==> src/rtl/mcpu_pkg.sv <==
// Shared encodings for the multi-cycle MIPS-subset control unit: states, opcodes, functs,
// ALU codes and datapath select codes.
package mcpu_pkg;

    typedef enum logic [4:0] {
        StIf  = 5'd0,
        StId  = 5'd1,
        StMa  = 5'd2,
        StMrd = 5'd3,
        StWbl = 5'd4,
        StMwr = 5'd5,
        StExr = 5'd6,
        StWbr = 5'd7,
        StBr  = 5'd8,
        StJmp = 5'd9,
        StExi = 5'd10,
        StWbi = 5'd11,
        StJal = 5'd12
    } state_e;

    // How the ALU decoder picks its operation in the current microstep.
    typedef enum logic [1:0] {
        AluOpAdd,
        AluOpSub,
        AluOpFunct,
        AluOpImm
    } alu_op_e;

    localparam logic [5:0] OpRtype = 6'h00;
    localparam logic [5:0] OpJ     = 6'h02;
    localparam logic [5:0] OpJal   = 6'h03;
    localparam logic [5:0] OpBeq   = 6'h04;
    localparam logic [5:0] OpBne   = 6'h05;
    localparam logic [5:0] OpAddi  = 6'h08;
    localparam logic [5:0] OpSlti  = 6'h0A;
    localparam logic [5:0] OpAndi  = 6'h0C;
    localparam logic [5:0] OpOri   = 6'h0D;
    localparam logic [5:0] OpLw    = 6'h23;
    localparam logic [5:0] OpSw    = 6'h2B;

    localparam logic [5:0] FnSrl = 6'h02;
    localparam logic [5:0] FnAdd = 6'h20;
    localparam logic [5:0] FnSub = 6'h22;
    localparam logic [5:0] FnAnd = 6'h24;
    localparam logic [5:0] FnOr  = 6'h25;
    localparam logic [5:0] FnXor = 6'h26;
    localparam logic [5:0] FnNor = 6'h27;
    localparam logic [5:0] FnSlt = 6'h2A;

    localparam logic [2:0] AluAnd = 3'b000;
    localparam logic [2:0] AluOr  = 3'b001;
    localparam logic [2:0] AluAdd = 3'b010;
    localparam logic [2:0] AluXor = 3'b011;
    localparam logic [2:0] AluNor = 3'b100;
    localparam logic [2:0] AluSrl = 3'b101;
    localparam logic [2:0] AluSub = 3'b110;
    localparam logic [2:0] AluSlt = 3'b111;

    localparam logic [1:0] RegDstRt = 2'b00;
    localparam logic [1:0] RegDstRd = 2'b01;
    localparam logic [1:0] RegDstRa = 2'b10;

    localparam logic [1:0] MemtoRegAlu = 2'b00;
    localparam logic [1:0] MemtoRegMdr = 2'b01;
    localparam logic [1:0] MemtoRegPc  = 2'b10;

    localparam logic [1:0] SrcBReg    = 2'b00;
    localparam logic [1:0] SrcBFour   = 2'b01;
    localparam logic [1:0] SrcBImm    = 2'b10;
    localparam logic [1:0] SrcBImmSh2 = 2'b11;

    localparam logic [1:0] PcSrcAlu    = 2'b00;
    localparam logic [1:0] PcSrcAluOut = 2'b01;
    localparam logic [1:0] PcSrcJump   = 2'b10;

    function automatic logic funct_known(logic [5:0] fn);
        case (fn)
            FnSrl, FnAdd, FnSub, FnAnd, FnOr, FnXor, FnNor, FnSlt: return 1'b1;
            default: return 1'b0;
        endcase
    endfunction

endpackage

==> src/rtl/mcpu_ctrl_fsm_if.sv <==
// Control bundle between the multi-cycle control FSM (master) and the shared datapath (slave).
interface mcpu_ctrl_fsm_if;
    logic [31:0] Inst_in;
    logic        zero;
    logic        MIO_ready;
    logic        MemRead;
    logic        MemWrite;
    logic        CPU_MIO;
    logic        IorD;
    logic        IRWrite;
    logic        PCWrite;
    logic        PCWriteCond;
    logic        RegWrite;
    logic        Branch;
    logic [1:0]  RegDst;
    logic [1:0]  MemtoReg;
    logic        ALUSrcA;
    logic [1:0]  ALUSrcB;
    logic [1:0]  PCSource;
    logic [2:0]  ALU_Control;
    logic [4:0]  state_out;

    modport master (
        input  Inst_in, zero, MIO_ready,
        output MemRead, MemWrite, CPU_MIO, IorD, IRWrite, PCWrite, PCWriteCond, RegWrite,
               Branch, RegDst, MemtoReg, ALUSrcA, ALUSrcB, PCSource, ALU_Control, state_out
    );

    modport slave (
        output Inst_in, zero, MIO_ready,
        input  MemRead, MemWrite, CPU_MIO, IorD, IRWrite, PCWrite, PCWriteCond, RegWrite,
               Branch, RegDst, MemtoReg, ALUSrcA, ALUSrcB, PCSource, ALU_Control, state_out
    );
endinterface

==> src/rtl/mcpu_alu_dec.sv <==
// Combinational ALU operation decoder: fixed add/sub, R-type funct, or I-type opcode mapping.
module mcpu_alu_dec
    import mcpu_pkg::*;
(
    input  alu_op_e    alu_op_i,
    input  logic [5:0] opcode_i,
    input  logic [5:0] funct_i,
    output logic [2:0] alu_ctrl_o,
    output logic       funct_known_o
);

    assign funct_known_o = funct_known(funct_i);

    always_comb begin
        alu_ctrl_o = AluAdd;
        unique case (alu_op_i)
            AluOpAdd: alu_ctrl_o = AluAdd;
            AluOpSub: alu_ctrl_o = AluSub;
            AluOpFunct: begin
                case (funct_i)
                    FnAdd:   alu_ctrl_o = AluAdd;
                    FnSub:   alu_ctrl_o = AluSub;
                    FnAnd:   alu_ctrl_o = AluAnd;
                    FnOr:    alu_ctrl_o = AluOr;
                    FnSlt:   alu_ctrl_o = AluSlt;
                    FnNor:   alu_ctrl_o = AluNor;
                    FnSrl:   alu_ctrl_o = AluSrl;
                    FnXor:   alu_ctrl_o = AluXor;
                    default: alu_ctrl_o = AluAdd;
                endcase
            end
            AluOpImm: begin
                case (opcode_i)
                    OpSlti:  alu_ctrl_o = AluSlt;
                    OpAndi:  alu_ctrl_o = AluAnd;
                    OpOri:   alu_ctrl_o = AluOr;
                    default: alu_ctrl_o = AluAdd;
                endcase
            end
        endcase
    end

endmodule

==> src/rtl/mcpu_ctrl_fsm.sv <==
// Multi-cycle MIPS-subset control FSM: Moore machine sequencing the shared datapath.
// Optional jal support is enabled by defining MCPU_JAL_EN.
module mcpu_ctrl_fsm
    import mcpu_pkg::*;
#(
    parameter logic [4:0] INIT_STATE = 5'd0
) (
    input  logic              clk,
    input  logic              reset,
    mcpu_ctrl_fsm_if.master   bus
);

    state_e     state_q, state_d;
    alu_op_e    alu_op;
    logic [2:0] alu_ctrl;
    logic       fn_known;
    logic [5:0] opcode, funct;

    assign opcode = bus.Inst_in[31:26];
    assign funct  = bus.Inst_in[5:0];

    // zero is consumed by the datapath's branch logic, not by sequencing.
    logic unused_in;
    assign unused_in = ^{bus.zero, bus.Inst_in[25:6]};

    always_ff @(posedge clk or posedge reset) begin
        if (reset) state_q <= state_e'(INIT_STATE);
        else       state_q <= state_d;
    end

    always_comb begin
        state_d = state_q;
        case (state_q)
            StIf: if (bus.MIO_ready) state_d = StId;
            StId: begin
                case (opcode)
                    OpRtype:                        state_d = StExr;
                    OpLw, OpSw:                     state_d = StMa;
                    OpBeq, OpBne:                   state_d = StBr;
                    OpJ:                            state_d = StJmp;
`ifdef MCPU_JAL_EN
                    OpJal:                          state_d = StJal;
`else
                    OpJal:                          state_d = StIf;
`endif
                    OpAddi, OpSlti, OpAndi, OpOri:  state_d = StExi;
                    default:                        state_d = StIf;
                endcase
            end
            StMa:    state_d = (opcode == OpLw) ? StMrd : StMwr;
            StMrd:   if (bus.MIO_ready) state_d = StWbl;
            StMwr:   if (bus.MIO_ready) state_d = StIf;
            StExr:   state_d = StWbr;
            StExi:   state_d = StWbi;
            default: state_d = StIf;
        endcase
    end

    // Reset forces every control to its idle value, independent of the latched state.
    always_comb begin
        bus.MemRead     = 1'b0;
        bus.MemWrite    = 1'b0;
        bus.IorD        = 1'b0;
        bus.IRWrite     = 1'b0;
        bus.PCWrite     = 1'b0;
        bus.PCWriteCond = 1'b0;
        bus.RegWrite    = 1'b0;
        bus.Branch      = 1'b0;
        bus.RegDst      = RegDstRt;
        bus.MemtoReg    = MemtoRegAlu;
        bus.ALUSrcA     = 1'b0;
        bus.ALUSrcB     = SrcBReg;
        bus.PCSource    = PcSrcAlu;
        alu_op          = AluOpAdd;
        if (!reset) begin
            case (state_q)
                StIf: begin
                    bus.MemRead = 1'b1;
                    bus.ALUSrcB = SrcBFour;
                    bus.IRWrite = bus.MIO_ready;
                    bus.PCWrite = bus.MIO_ready;
                end
                StId: bus.ALUSrcB = SrcBImmSh2;
                StMa: begin
                    bus.ALUSrcA = 1'b1;
                    bus.ALUSrcB = SrcBImm;
                end
                StMrd: begin
                    bus.MemRead = 1'b1;
                    bus.IorD    = 1'b1;
                end
                StWbl: begin
                    bus.RegWrite = 1'b1;
                    bus.MemtoReg = MemtoRegMdr;
                end
                StMwr: begin
                    bus.MemWrite = 1'b1;
                    bus.IorD     = 1'b1;
                end
                StExr: begin
                    bus.ALUSrcA = 1'b1;
                    alu_op      = AluOpFunct;
                end
                StWbr: begin
                    bus.RegWrite = fn_known;
                    bus.RegDst   = RegDstRd;
                end
                StBr: begin
                    bus.ALUSrcA     = 1'b1;
                    alu_op          = AluOpSub;
                    bus.PCWriteCond = 1'b1;
                    bus.PCSource    = PcSrcAluOut;
                    bus.Branch      = (opcode == OpBeq);
                end
                StJmp: begin
                    bus.PCWrite  = 1'b1;
                    bus.PCSource = PcSrcJump;
                end
                StExi: begin
                    bus.ALUSrcA = 1'b1;
                    bus.ALUSrcB = SrcBImm;
                    alu_op      = AluOpImm;
                end
                StWbi: bus.RegWrite = 1'b1;
`ifdef MCPU_JAL_EN
                StJal: begin
                    bus.RegWrite = 1'b1;
                    bus.RegDst   = RegDstRa;
                    bus.MemtoReg = MemtoRegPc;
                    bus.PCWrite  = 1'b1;
                    bus.PCSource = PcSrcJump;
                end
`endif
                default: ;
            endcase
        end
    end

    mcpu_alu_dec u_alu_dec (
        .alu_op_i      (alu_op),
        .opcode_i      (opcode),
        .funct_i       (funct),
        .alu_ctrl_o    (alu_ctrl),
        .funct_known_o (fn_known)
    );

    assign bus.ALU_Control = alu_ctrl;
    assign bus.CPU_MIO     = bus.MemRead | bus.MemWrite;
    assign bus.state_out   = reset ? 5'd0 : state_q;

endmodule

==> src/flat_wrapper.sv <==
// flat-port wrapper written by rule: the top's interface ports become plain ports
module mcpu_ctrl_fsm_flat import mcpu_pkg::*;
#(
    parameter logic [4:0] INIT_STATE = 5'd0
)
  (clk, reset, bus_Inst_in, bus_zero, bus_MIO_ready, bus_MemRead, bus_MemWrite, bus_CPU_MIO, bus_IorD, bus_IRWrite, bus_PCWrite, bus_PCWriteCond, bus_RegWrite, bus_Branch, bus_RegDst, bus_MemtoReg, bus_ALUSrcA, bus_ALUSrcB, bus_PCSource, bus_ALU_Control, bus_state_out);
  mcpu_ctrl_fsm_if bus_i ();
  input  logic clk;
  input  logic reset;
  input wire logic [$bits(bus_i.Inst_in)-1:0] bus_Inst_in;
  input wire logic [$bits(bus_i.zero)-1:0] bus_zero;
  input wire logic [$bits(bus_i.MIO_ready)-1:0] bus_MIO_ready;
  output wire logic [$bits(bus_i.MemRead)-1:0] bus_MemRead;
  output wire logic [$bits(bus_i.MemWrite)-1:0] bus_MemWrite;
  output wire logic [$bits(bus_i.CPU_MIO)-1:0] bus_CPU_MIO;
  output wire logic [$bits(bus_i.IorD)-1:0] bus_IorD;
  output wire logic [$bits(bus_i.IRWrite)-1:0] bus_IRWrite;
  output wire logic [$bits(bus_i.PCWrite)-1:0] bus_PCWrite;
  output wire logic [$bits(bus_i.PCWriteCond)-1:0] bus_PCWriteCond;
  output wire logic [$bits(bus_i.RegWrite)-1:0] bus_RegWrite;
  output wire logic [$bits(bus_i.Branch)-1:0] bus_Branch;
  output wire logic [$bits(bus_i.RegDst)-1:0] bus_RegDst;
  output wire logic [$bits(bus_i.MemtoReg)-1:0] bus_MemtoReg;
  output wire logic [$bits(bus_i.ALUSrcA)-1:0] bus_ALUSrcA;
  output wire logic [$bits(bus_i.ALUSrcB)-1:0] bus_ALUSrcB;
  output wire logic [$bits(bus_i.PCSource)-1:0] bus_PCSource;
  output wire logic [$bits(bus_i.ALU_Control)-1:0] bus_ALU_Control;
  output wire logic [$bits(bus_i.state_out)-1:0] bus_state_out;
  assign bus_i.Inst_in = bus_Inst_in;
  assign bus_i.zero = bus_zero;
  assign bus_i.MIO_ready = bus_MIO_ready;
  assign bus_MemRead = bus_i.MemRead;
  assign bus_MemWrite = bus_i.MemWrite;
  assign bus_CPU_MIO = bus_i.CPU_MIO;
  assign bus_IorD = bus_i.IorD;
  assign bus_IRWrite = bus_i.IRWrite;
  assign bus_PCWrite = bus_i.PCWrite;
  assign bus_PCWriteCond = bus_i.PCWriteCond;
  assign bus_RegWrite = bus_i.RegWrite;
  assign bus_Branch = bus_i.Branch;
  assign bus_RegDst = bus_i.RegDst;
  assign bus_MemtoReg = bus_i.MemtoReg;
  assign bus_ALUSrcA = bus_i.ALUSrcA;
  assign bus_ALUSrcB = bus_i.ALUSrcB;
  assign bus_PCSource = bus_i.PCSource;
  assign bus_ALU_Control = bus_i.ALU_Control;
  assign bus_state_out = bus_i.state_out;
  mcpu_ctrl_fsm #(.INIT_STATE(INIT_STATE)) u_core (.clk(clk), .reset(reset), .bus(bus_i));
endmodule
==> config.mk <==
export PLATFORM = sky130hd
export DESIGN_NAME = mcpu_ctrl_fsm_flat
export DESIGN_NICKNAME = d
export VERILOG_FILES = /design/src/rtl/mcpu_pkg.sv /design/src/rtl/mcpu_ctrl_fsm_if.sv /design/src/rtl/mcpu_alu_dec.sv /design/src/rtl/mcpu_ctrl_fsm.sv /design/src/flat_wrapper.sv
export SDC_FILE = /design/constraint.sdc
export NUM_CORES = 1
export LEC_CHECK = 0
export CAP_MARGIN = 5
export CORE_ASPECT_RATIO = 0.6
export CORE_MARGIN = 2
export CORE_UTILIZATION = 32
export CTS_BUF_LIST = sky130_fd_sc_hd__clkbuf_2 sky130_fd_sc_hd__clkbuf_4 sky130_fd_sc_hd__clkbuf_8
export CTS_CLUSTER_SIZE = 8
export DETAILED_ROUTE_END_ITERATION = 7
export HOLD_SLACK_MARGIN = 0.15
export PLACE_DENSITY = 0.78
export SYNTH_ARGS = -nofsm -noshare
export SYNTH_HDL_FRONTEND = slang
export SYNTH_HIERARCHICAL = 1
export SYNTH_SLANG_ARGS = --single-unit
==> constraint.sdc <==
create_clock -name clk -period 1.8 [get_ports clk]
set_input_delay 0.18 -clock clk [delete_from_list [all_inputs] [get_ports clk]]
set_output_delay 0.18 -clock clk [all_outputs]
set_load 0.02 [all_outputs]
## After elaboration in Yosys (flattened, before gate mapping)

Cells that the tools add are included.

| word-level totals | value |
|---|---|
| flip-flop bits (word level) | 5 |
| input port bits | 36 |
| word-level logic and storage cells | 88 |
| output and inout port bits | 26 |

| cells by class | value |
|---|---|
| mux-type cells | 39 |
| reduce and logical (&&, ||, !) cells | 13 |
| eq/ne operators | 34 |
| bitwise operators | 1 |

Operators with widths:

| cell | count |
|---|---|
| 6-bit equality test (second input constant) | 9 |
| 5-bit case mux with 7 select lines | 1 |
| 6-bit by 4-bit equality test with 1-bit output (second input constant) | 4 |
| 3-bit case mux with 7 select lines | 1 |
| 5-bit by 3-bit equality test with 1-bit output (second input constant) | 4 |
| 5-bit by 4-bit equality test with 1-bit output (second input constant) | 4 |
| 5-bit two-way mux | 4 |
| 4-bit case mux with 5 select lines | 1 |
| 1-bit two-way mux | 19 |
| 6-bit by 2-bit equality test with 1-bit output (second input constant) | 2 |
| 6-bit by 3-bit equality test with 1-bit output (second input constant) | 2 |
| 2-bit case mux with 3 select lines | 2 |
| 3-bit case mux with 4 select lines | 1 |
| 2-bit OR reduction | 6 |
| 5-bit by 2-bit equality test with 1-bit output (second input constant) | 2 |
| 2-bit two-way mux | 5 |
| 3-bit case mux with 3 select lines | 1 |
| 4-bit OR reduction | 2 |
| 8-bit OR reduction | 1 |
| 6-bit logical NOT | 1 |
| 2-bit != test (second input constant) | 3 |
| 5-bit by 1-bit equality test with 1-bit output (second input constant) | 1 |
| 5-bit logical NOT | 1 |
| 2-bit equality test (second input constant) | 2 |
| 7 further kinds | 8 |

## Depth between registers and ports, before layout

| depth | value |
|---|---|
| word-level depth | 5 |
| mapped depth | 8 |
| depth with buffers taken out | 7 |

## Hierarchy

The synthesis kept the hierarchy.

Modules (own cells, without submodules):

| module | cells an instance | instances | area each (um^2) | sequential area each (um^2) |
|---|---|---|---|---|
| mcpu_ctrl_fsm | 95 | 1 | 604.3 | 100.1 |
| mcpu_alu_dec | 34 | 1 | 229.0 | 0.0 |

## Worst setup path after synthesis

Ideal clock, no wire load.

| path | value |
|---|---|
| path type | register to output |
| from | reg u_core.state_q[0] |
| to | out bus_ALU_Control[0] |
| cell stages (with the launch flop) | 7 |
| required time | 1620 ps |
| path buffers | 1 |
| path slack | -270 ps |
| arrival | 1890 ps |
| cells stage by stage | dfrtp_1 clkbuf_1 nand2b_1 nor3_1 nor3b_1 nand2b_1 o211ai_1 |

| on the way | value |
|---|---|
| longest elaborated chain between the ends | 5 |
| elaborated cells on any way between the ends | 10 |
| those cells by class | eq/ne (6); mux (3); reduce/logical (1) |

Ends and longest elaborated chain:

| item | RTL line | source |
|---|---|---|
| start, declared | mcpu_ctrl_fsm.sv:13 | `state_e state_q, state_d;` |
| start signal, assigned | mcpu_ctrl_fsm.sv:27 | `if (reset) state_q <= state_e'(INIT_STATE);` |
| start signal, assigned | mcpu_ctrl_fsm.sv:28 | `else state_q <= state_d;` |
| 5-bit by 4-bit equality test with 1-bit output / 5-bit by 3-bit equality test with 1-bit output (equally long branches) | mcpu_ctrl_fsm.sv:76 | `case (state_q)` |
| 2-bit case mux with 3 select lines * | mcpu_ctrl_fsm.sv:76 |  |
| 2-bit two-way mux * | mcpu_ctrl_fsm.sv:75 | `if (!reset) begin` |
| named net u_core.alu_op[1] | mcpu_ctrl_fsm.sv:14 | `alu_op_e alu_op;` |
| 2-bit equality test, or another cell as far along | mcpu_alu_dec.sv:16 | `unique case (alu_op_i)` |
| 3-bit case mux with 4 select lines * | mcpu_alu_dec.sv:16 |  |
| end, declared | flat_wrapper.sv:27 | `output wire logic [$bits(bus_i.ALU_Control)-1:0] bus_ALU_Control;` |

The timed path passes the listed nets; every way through them passes the cells marked *.

## Worst setup path in the final report

| path | value |
|---|---|
| from | reg u_core.state_q[2] |
| to | out bus_ALU_Control[0] |

Same word-level chain as after synthesis.

==> flow_metrics.tcl <==
set metrics [dict create \
    drt_first_pass_iters 4 \
    rows 14 \
    cts-root-buf "clkbuf_8" \
    setup_tns_ns -0.237 \
    grt-ovfl-total 0 \
    initial_utilization_pct 33.5 \
    maxCapViolations 0 \
    antenna_left 0 \
    synth_top_family_by_area "simple AND/OR/NAND/NOR gates" \
    portBuffers 37 \
    start_kind "flip-flop" \
    clk_latency_ns 0.21 \
    finalCriticalPeriod_ns 1.95 \
    min_delay_path_depth 4 \
    viasPerCell 5.28 \
    finalWorstSetupSlack_ns -0.153 \
    leakagePower_nw 0.835 \
    slew_violations 0 \
    reg.largest.list "u_core/state_q x4" \
    drt_wl_total_um 3430 \
    num_io_pins 62 \
    finClkSkew_ns 0.00225 \
    muxShareOfSynthArea_pct 0 \
    synth_edf_count 0 \
    cts-buffers-inserted 3 \
    grtUsageTotal_pct 21.2 \
    synth_warnings 6 \
    remaining_drc_errors 0 \
    grt_pass1_wl_um 5330 \
    r2r_cells 5 \
    nFillCells 215 \
    place_area_um2 1530 \
    synth_compound_area_share_pct 24.9 \
    die-height_um 43.5 \
    whs_ns 0.422 \
    status "finished with violations" \
    hp-class "in -> reg" \
    num_vias 1251 \
    clk_pin_slew_worst_paths_ns 0.03 \
    synthXorXnorAreaFrac_pct 3.15 \
    htree_levels 1 \
    finalSetupViolCount 3 \
    syn_avg_cell_area_um2 6.46 \
    antenna_found_initial 0 \
    fin_nets 243 \
    dp_hpwl_um 2590 \
    synth_flop_cell "dfrtp_1" \
    path_cells "buf_6, xnor2_2, nor3_2, nor3b_4, nand2b_1, o211ai_1, buf_4" \
    hold_viol 0 \
    synth_simple_gate_area_share_pct 48.8 \
    largest-register "u_core/state_q" \
    antenna_cells 0 \
    stdcell_area_um2 1620 \
    yosysUniqueCellTypes 44 \
    critPathKind "reg -> out" \
    drt_iter0_drc 81 \
    syn_area_um2 833 \
    grt_pass1_vias 1236 \
    largest_register_ffs 4 \
    top_layer "met4" \
    wl_met1_um 1610 \
    worstPathMaxFanout 3 \
    power-per-cell-area_nw_per_um2 481 \
    fmax_mhz 512 \
    finalCritPeriodShare_pct 109 \
    wl_per_cell_um 14.5 \
    violations "negative setup slack" \
    cp.arrival_ns 1.77 \
    synthArstFlopShare_pct 100 \
    die_x_um 69.9 \
    ctsLongestPathBuffers 2 \
    core_area_um2 2490 \
    route.met2.wl_um 1600 \
    gp_congestion 0.862 \
    dieArea_um2 3040 \
    synth_fa_ha_area_share_pct 0 \
    synth-seq-cells 4 \
    cp_slowest_stage_delay_ns 0.40 \
    crit_path_end_kind "output pin" \
    final_cells 237 \
    area_growth_syn_to_layout_pct 94.3 \
    netlist_instances 129 \
    dp_cells 232 \
    routed-wl-met3_um 188 \
    grt_start_max_net_pins 14 \
    pre_cts_ws_ns -0.627 \
    seq_area_frac_synth_pct 12.0 \
    crit_slowest_cell "dfrtp_1" \
    drive_above_1_share_pct 41.0 \
    rsz0062_at_grt "true" \
    tritoncts "built" \
    clock_sinks 4 \
    vdd_drop_max_mv 0.414 \
    cp.required_ns 1.62 \
]
## final timing paths
path                              startpoint            endpoint  slack (ns)
max                        u_core/state_q[2]  bus_ALU_Control[0]       -0.15
min                          bus_Inst_in[30]   u_core/state_q[1]        0.42
max reg2reg                u_core/state_q[2]   u_core/state_q[2]        0.06
min reg2reg                u_core/state_q[2]   u_core/state_q[3]        0.78
max in group asynchronous              reset   u_core/state_q[3]        0.87
min in group asynchronous              reset   u_core/state_q[0]        0.74
## cell usage after synthesis (2+ instances only)
| master | number | area share (%) |
|---|---|---|
| a211o_1 | 2 | 2.1 |
| nor3b_1 | 4 | 3.6 |
| dfrtp_1 | 4 | 12 |
| xnor2_1 | 3 | 3.2 |
| nand2_1 | 9 | 4.1 |
| inv_1 | 10 | 4.5 |
| nor2b_1 | 8 | 6.0 |
| nand2b_1 | 7 | 5.3 |
| buf_2 | 2 | 1.2 |
| nor4_1 | 6 | 4.5 |
| nor2_1 | 15 | 6.8 |
| nor3_1 | 5 | 3.0 |
| o22ai_1 | 2 | 1.5 |
| nand4_1 | 2 | 1.5 |
| clkbuf_1 | 3 | 1.4 |
| buf_4 | 4 | 3.6 |
| nand3_1 | 4 | 2.4 |
| or4_1 | 2 | 1.8 |
| o32ai_1 | 2 | 2.1 |
| a31oi_1 | 3 | 2.3 |
| o21ai_0 | 3 | 1.8 |
| a21oi_1 | 7 | 4.2 |
## placed cells by master (no fill, tap or decap), drive strengths merged, types with 6 or more instances in the layout
cell,instances
buf,52
nor2,15
clkbuf,12
inv,10
dlymetal6s2s,9
nand2,9
nor2b,9
a21oi,7
nand2b,7
dlygate4sd2,6
nor4,6
nor3,6
## where the power goes
group,internal [W],switching [W]
Combinational,0.000225,0.000259
Clock,0.000142,0.0000409
Sequential,0.000100,0.0000107
## layout make-up
type                       instances  area [um2]  share of cell area [%]
multi-input combinational        108         763                    47.1
timing repair buffer              80         636                    39.3
sequential                         4         101                    6.26
clock buffer                       3        41.3                    2.55
tap                               32        40.0                    2.47
inverter                          10        37.5                    2.32
## repair_timing
action / CTS / global route
cloned: 0 / 0
hold buffers: 1 / 0
pin swaps: 3 / 7
hold endpoints to repair: 4 / 0
setup buffers: 1 / 1
gates resized for setup: 66 / 49
endpoints found under the setup margin: 21 / 22
## metrics by stage
step           util [%]  power, W
3_5_place_dp       61.3  0.000572
4_1_cts            64.1  0.000767
6_report           65.1  0.000778
5_1_grt            65.1  0.000827
3_3_place_gp       61.3  0.000561
2_1_floorplan         -  0.000325
## critical path, delay by kind of cell, from the launching register on
family / cells / cell delay, ns
xor gates and xnor gates: 1 / 0.13
AOI/OAI and AO/OA: 1 / 0.18
and+or+nand+nor: 3 / 0.53
DFF: 1 / 0.40
buffers and inverters: 2 / 0.31
## cell families (layout without fill, tap and decap cells)
kind of cell,count (synthesis),in the layout
AO/OA/AOI/OAI,30,30
AND/OR/NAND/NOR,72,72
buffers and inverters,19,93
flip-flops,4,4
XOR/XNOR,3,3
other,1,3
## routing by layer
| layer | track usage (%) | vias up |
|---|---|---|
| li1 | - | 618 |
| met1 | 27.5 | 583 |
| met2 | 39.0 | 48 |
| met3 | 3.02 | 2 |
| met4 | 3.08 | 0 |
| met5 | 0 | - |
Note: power is estimated with default switching activity, not from simulation.
